**config.mk**
```make
export PLATFORM = sky130hd
export DESIGN_NAME = instruction_fetch
export DESIGN_NICKNAME = d
export VERILOG_FILES = /design/src/rtl/instruction_fetch.sv
export SDC_FILE = /design/constraint.sdc
export NUM_CORES = 1
export LEC_CHECK = 0
export ABC_AREA = 1
export CAP_MARGIN = 30
export CELL_PAD_IN_SITES_DETAIL_PLACEMENT = 0
export CELL_PAD_IN_SITES_GLOBAL_PLACEMENT = 1
export CORE_MARGIN = 3
export CORE_UTILIZATION = 36
export DETAILED_ROUTE_END_ITERATION = 8
export PLACE_DENSITY_LB_ADDON = 0.3
export SYNTH_ARGS = -nofsm -noshare
export SYNTH_HDL_FRONTEND = slang
export SYNTH_SLANG_ARGS = --single-unit
```
**constraint.sdc**
```tcl
create_clock -name clk -period 4.2 [get_ports clk]
set_input_delay 0.63 -clock clk [delete_from_list [all_inputs] [get_ports clk]]
set_output_delay 0.63 -clock clk [all_outputs]
set_load 0.01 [all_outputs]
```
**src/rtl/instruction_fetch.sv**
```systemverilog
// rtl/instruction_fetch.sv - MIPS/DLX IF stage: PC register, IF/ID pipeline register, stall and redirect handling
module instruction_fetch #(
  parameter logic [31:0] RESET_PC = 32'h0000_0000,
  parameter logic [31:0] NOP_WORD = 32'h0000_0000
) (
  input  logic        clk,
  input  logic        rst_n,
  input  logic        stall,
  input  logic        redirect,
  input  logic [31:0] redirect_pc,
  output logic [31:0] imem_addr,
  input  logic [31:0] imem_data,
  output logic [31:0] if_id_instruc,
  output logic [31:0] if_id_pc4,
  output logic        if_id_valid,
  output logic [31:0] fetch_count
);

  logic [31:0] pc;
  logic [31:0] pc_plus4;

  assign pc_plus4  = pc + 32'd4;
  // The read address comes straight from the PC register, never from stall/redirect.
  assign imem_addr = pc;

  always_ff @(posedge clk or negedge rst_n) begin
    if (!rst_n) begin
      pc            <= RESET_PC;
      if_id_instruc <= NOP_WORD;
      if_id_pc4     <= 32'd0;
      if_id_valid   <= 1'b0;
      fetch_count   <= 32'd0;
    end else if (redirect) begin
      // Redirect wins over stall; the wrong-path word is dropped as a bubble.
      pc            <= {redirect_pc[31:2], 2'b00};
      if_id_instruc <= NOP_WORD;
      if_id_pc4     <= 32'd0;
      if_id_valid   <= 1'b0;
    end else if (!stall) begin
      pc            <= pc_plus4;
      if_id_instruc <= imem_data;
      if_id_pc4     <= pc_plus4;
      if_id_valid   <= 1'b1;
      fetch_count   <= fetch_count + 32'd1;
    end
  end

endmodule
```
==> impl_metrics.env <==
export IMPL_critPathMaxStageDelay_ps=570
export IMPL_die_w_um=136
export IMPL_tns_ps=0
export IMPL_worstSetupStartpointType="primary input"
export IMPL_dp_hpwl_um=12400
export IMPL_ys_top_cells_by_area="dfrtp_1 52%, nand2_1 16%, a22o_1 5.0%"
export IMPL_core_um2=16200
export IMPL_multi_input_area_um2=2520
export IMPL_worstHoldPathType="primary input to asynchronous set/reset pin"
export IMPL_remaining_drc_errors=0
export IMPL_gp_congestion=0.807
export IMPL_worstSkewPairLatency_ps=420
export IMPL_cts_resized=0
export IMPL_ys_async_sr_fraction_pct=100
export IMPL_crit_path_frequent_cell="nand2_1"
export IMPL_drive_gt1_share_pct=6.46
export IMPL_path_class="primary input to flip-flop"
export IMPL_root_buffer="clkbuf_16"
export IMPL_finalPower_mw=3.57
export IMPL_ys_flop_type="dfrtp_1"
export IMPL_grt_usage_pct=19.5
export IMPL_htree_levels=4
export IMPL_gr_total_overflow=0
export IMPL_start_util_pct=37.5
export IMPL_grt_start_max_net_pins=76
export IMPL_max_slew_worst_pin_slew_ps=822
export IMPL_io_pins=197
export IMPL_syn_instance_count=737
export IMPL_yosysSeqAreaShare_pct=51.9
export IMPL_post_cts_buffers=0
export IMPL_drv_cap=0
export IMPL_maxSlewViolCount=0
export IMPL_wirelength_um=17600
export IMPL_design_area_um2=8840
export IMPL_arrival_ps=2700
export IMPL_yosys_area_top_type_share_pct=51.9
export IMPL_yosys_area_top_type="dfrtp_1"
export IMPL_fillers=1494
export IMPL_slowest_stage="inv_4"
export IMPL_vdd_drop_max_uv=267
export IMPL_drt_pass1_iter_count=4
export IMPL_cts_buffers=17
export IMPL_synth_edf_count=0
export IMPL_setup_violations=0
export IMPL_first_global_vias=5423
export IMPL_drt_wirelength_per_cell_um=15.2
export IMPL_pwr_density_cell_nw_per_um2=404
export IMPL_yosys_warnings=0
export IMPL_layout_min_cycle_time_ps=2390
export IMPL_leakage_nw=4.13
export IMPL_relSlewSlack_pct=45.2
export IMPL_port_buffers=192
export IMPL_cts_hold_repair_buffers=0
export IMPL_synthToLayoutAreaGrowth_pct=45.6
export IMPL_synth_area_um2=6070
export IMPL_clock_sinks=126
export IMPL_dieHeight_um=136
export IMPL_finClkSkew_ps=6.21
export IMPL_vias=5480
export IMPL_antenna_found_initial=0
export IMPL_regArea_um2=3150
export IMPL_clockBufferDepth=2
export IMPL_place_ws_ps=1300
export IMPL_post_synth_cell_area_avg_um2=8.24
export IMPL_vias_per_cell=4.72
export IMPL_fmax_mhz=419
export IMPL_num_antenna_cells=0
export IMPL_crit_path_end_kind="flip-flop"
export IMPL_crit_fanout=61
export IMPL_first_iter_violations=314
export IMPL_clk_pin_slew_worst_paths_ps=60
export IMPL_grt_pass1_wl_um=28200
export IMPL_timing_critical_path_cells="clkdlybuf4s50_1, inv_2, nand2_2, inv_4, nand4_2, nor2_2, nand2_1, nand2_1, nand2_1"
export IMPL_ys_seq_elements=126
export IMPL_post_dp_cell_area_um2=8190
export IMPL_final_hold_violation_count=0
export IMPL_dieArea_um2=18500
export IMPL_cts_tree="yes"
export IMPL_synth_cell_type_count=30
export IMPL_cp_data_required_time_ps=4510
export IMPL_setup_ws_ps=1810
export IMPL_timing_final_crit_share_pct=56.8
export IMPL_finish_net_count=1001
export IMPL_num_rows=46
export IMPL_outcome="finished clean"
export IMPL_ant_nets=0
export IMPL_rsz0062_at_grt="false"
==> synthesized netlist by cell type, types with 2 or more instances <==
cell	number
nand2_2	3
dfrtp_1	126
buf_2	11
nor2_2	11
nor3_1	3
xnor2_1	9
nand3b_1	6
inv_1	74
buf_4	4
nand4_1	8
ha_1	2
o21bai_1	5
nand3_1	61
nand2_1	251
nand4_2	2
nor2_4	5
a21oi_1	6
a22o_1	35
nor2_1	65
xor2_1	11
o211ai_1	5
clkbuf_1	6
o21ai_0	21
==> registers in the layout, indices dropped and copies added, names as in the netlist <==
register       flops
if_id_instruc     32
imem_addr         30
if_id_pc4         31
if_id_valid        1
fetch_count       32
==> per-stage QoR <==
stage | hold WS (ps) | utilization [%] | instances
2_1_floorplan | 334 | - | 738
3_5_place_dp | 466 | 50.6 | 1128
5_1_grt | 230 | 54.7 | 1160
6_report | 196 | 54.7 | 1160
3_3_place_gp | 463 | 50.6 | 1128
4_1_cts | 212 | 54.7 | 1160
==> cells in the final DEF, fill, tap and decap left out, types with 2 or more instances in the layout <==
master           count
nor2_1              64
a22o_1              35
clkbuf_16           17
clkinv_2             2
o21bai_1             5
o211ai_1             5
conb_1               2
xnor2_1              9
nand4_1              8
ha_1                 2
xor2_1              11
nand4_2              2
inv_1               74
clkinvlp_4           5
nor2_2              11
a21oi_1              6
nand3b_1             6
bufinv_16            5
nand2_1            251
buf_4                4
clkdlybuf4s50_1    191
dfrtp_1            126
nand3_1             61
nor2_4               6
nor3_1               3
o21ai_0             21
nand2_2              3
==> power breakdown <==
part           switching, mW  leakage [nW]  internal, mW  total, mW
combinational          0.248          2.18         0.281      0.529
sequential             0.101          1.64          1.31       1.41
clock                  0.567         0.305          1.07       1.63
==> area by class of cell <==
class                      count  share of cell area, %
clock inverter                14                   2.43
clock buffer                  18                   4.97
timing repair buffer         196                   22.1
sequential                   126                   35.7
multi-input combinational    514                   28.5
inverter                      76                   3.25
tap                          216                   3.06
==> worst max-delay path: cells and delay by family <==
| kind | cells | cell delay, ps |
|---|---|---|
| buffers and inverters | 3 | 1160 |
| AND/OR/NAND/NOR | 6 | 910 |
==> path summary, 6_finish.rpt <==
kind                                      startpoint                     endpoint  slack (ps)  cells past startpoint
min in group clk           if_id_pc4[26]$_DFFE_PN0N_    if_id_pc4[26]$_DFFE_PN0N_         470                      2
max                                         redirect  fetch_count[31]$_DFFE_PN0P_        1810                      9
min reg2reg                if_id_pc4[26]$_DFFE_PN0N_    if_id_pc4[26]$_DFFE_PN0N_         470                      2
min                                            rst_n     if_id_pc4[3]$_DFFE_PN0N_         200                      1
max in group asynchronous                      rst_n    if_id_pc4[23]$_DFFE_PN0N_        3120                      2
max reg2reg                 imem_addr[3]$_DFFE_PN0N_    imem_addr[22]$_DFFE_PN0N_        2490                      8
==> per-layer routing <==
layer / share of wire [%] / routed length, um / up-vias / track usage [%]
li1: - / - / 2747 / -
met4: 1.2 / 213 / 0 / 5.38
met2: 46 / 8010 / 168 / 30.6
met1: 46 / 8020 / 2548 / 26.1
met5: 0 / 0 / - / 0
met3: 7.7 / 1350 / 17 / 6.48
==> cells by family (layout without fill, tap and decap cells) <==
family | Yosys count | after routing | share of synthesized area [%]
compound gates | 73 | 73 | 8.65
xor+xnor | 20 | 20 | 2.88
fa+ha+maj | 2 | 2 | 0.412
buf+inv | 98 | 304 | 6.70
flops | 126 | 126 | 51.9
other cells | 1 | 2 | 0.0618
simple gates | 417 | 417 | 29.4
Power figures use the tool's default switching activity.
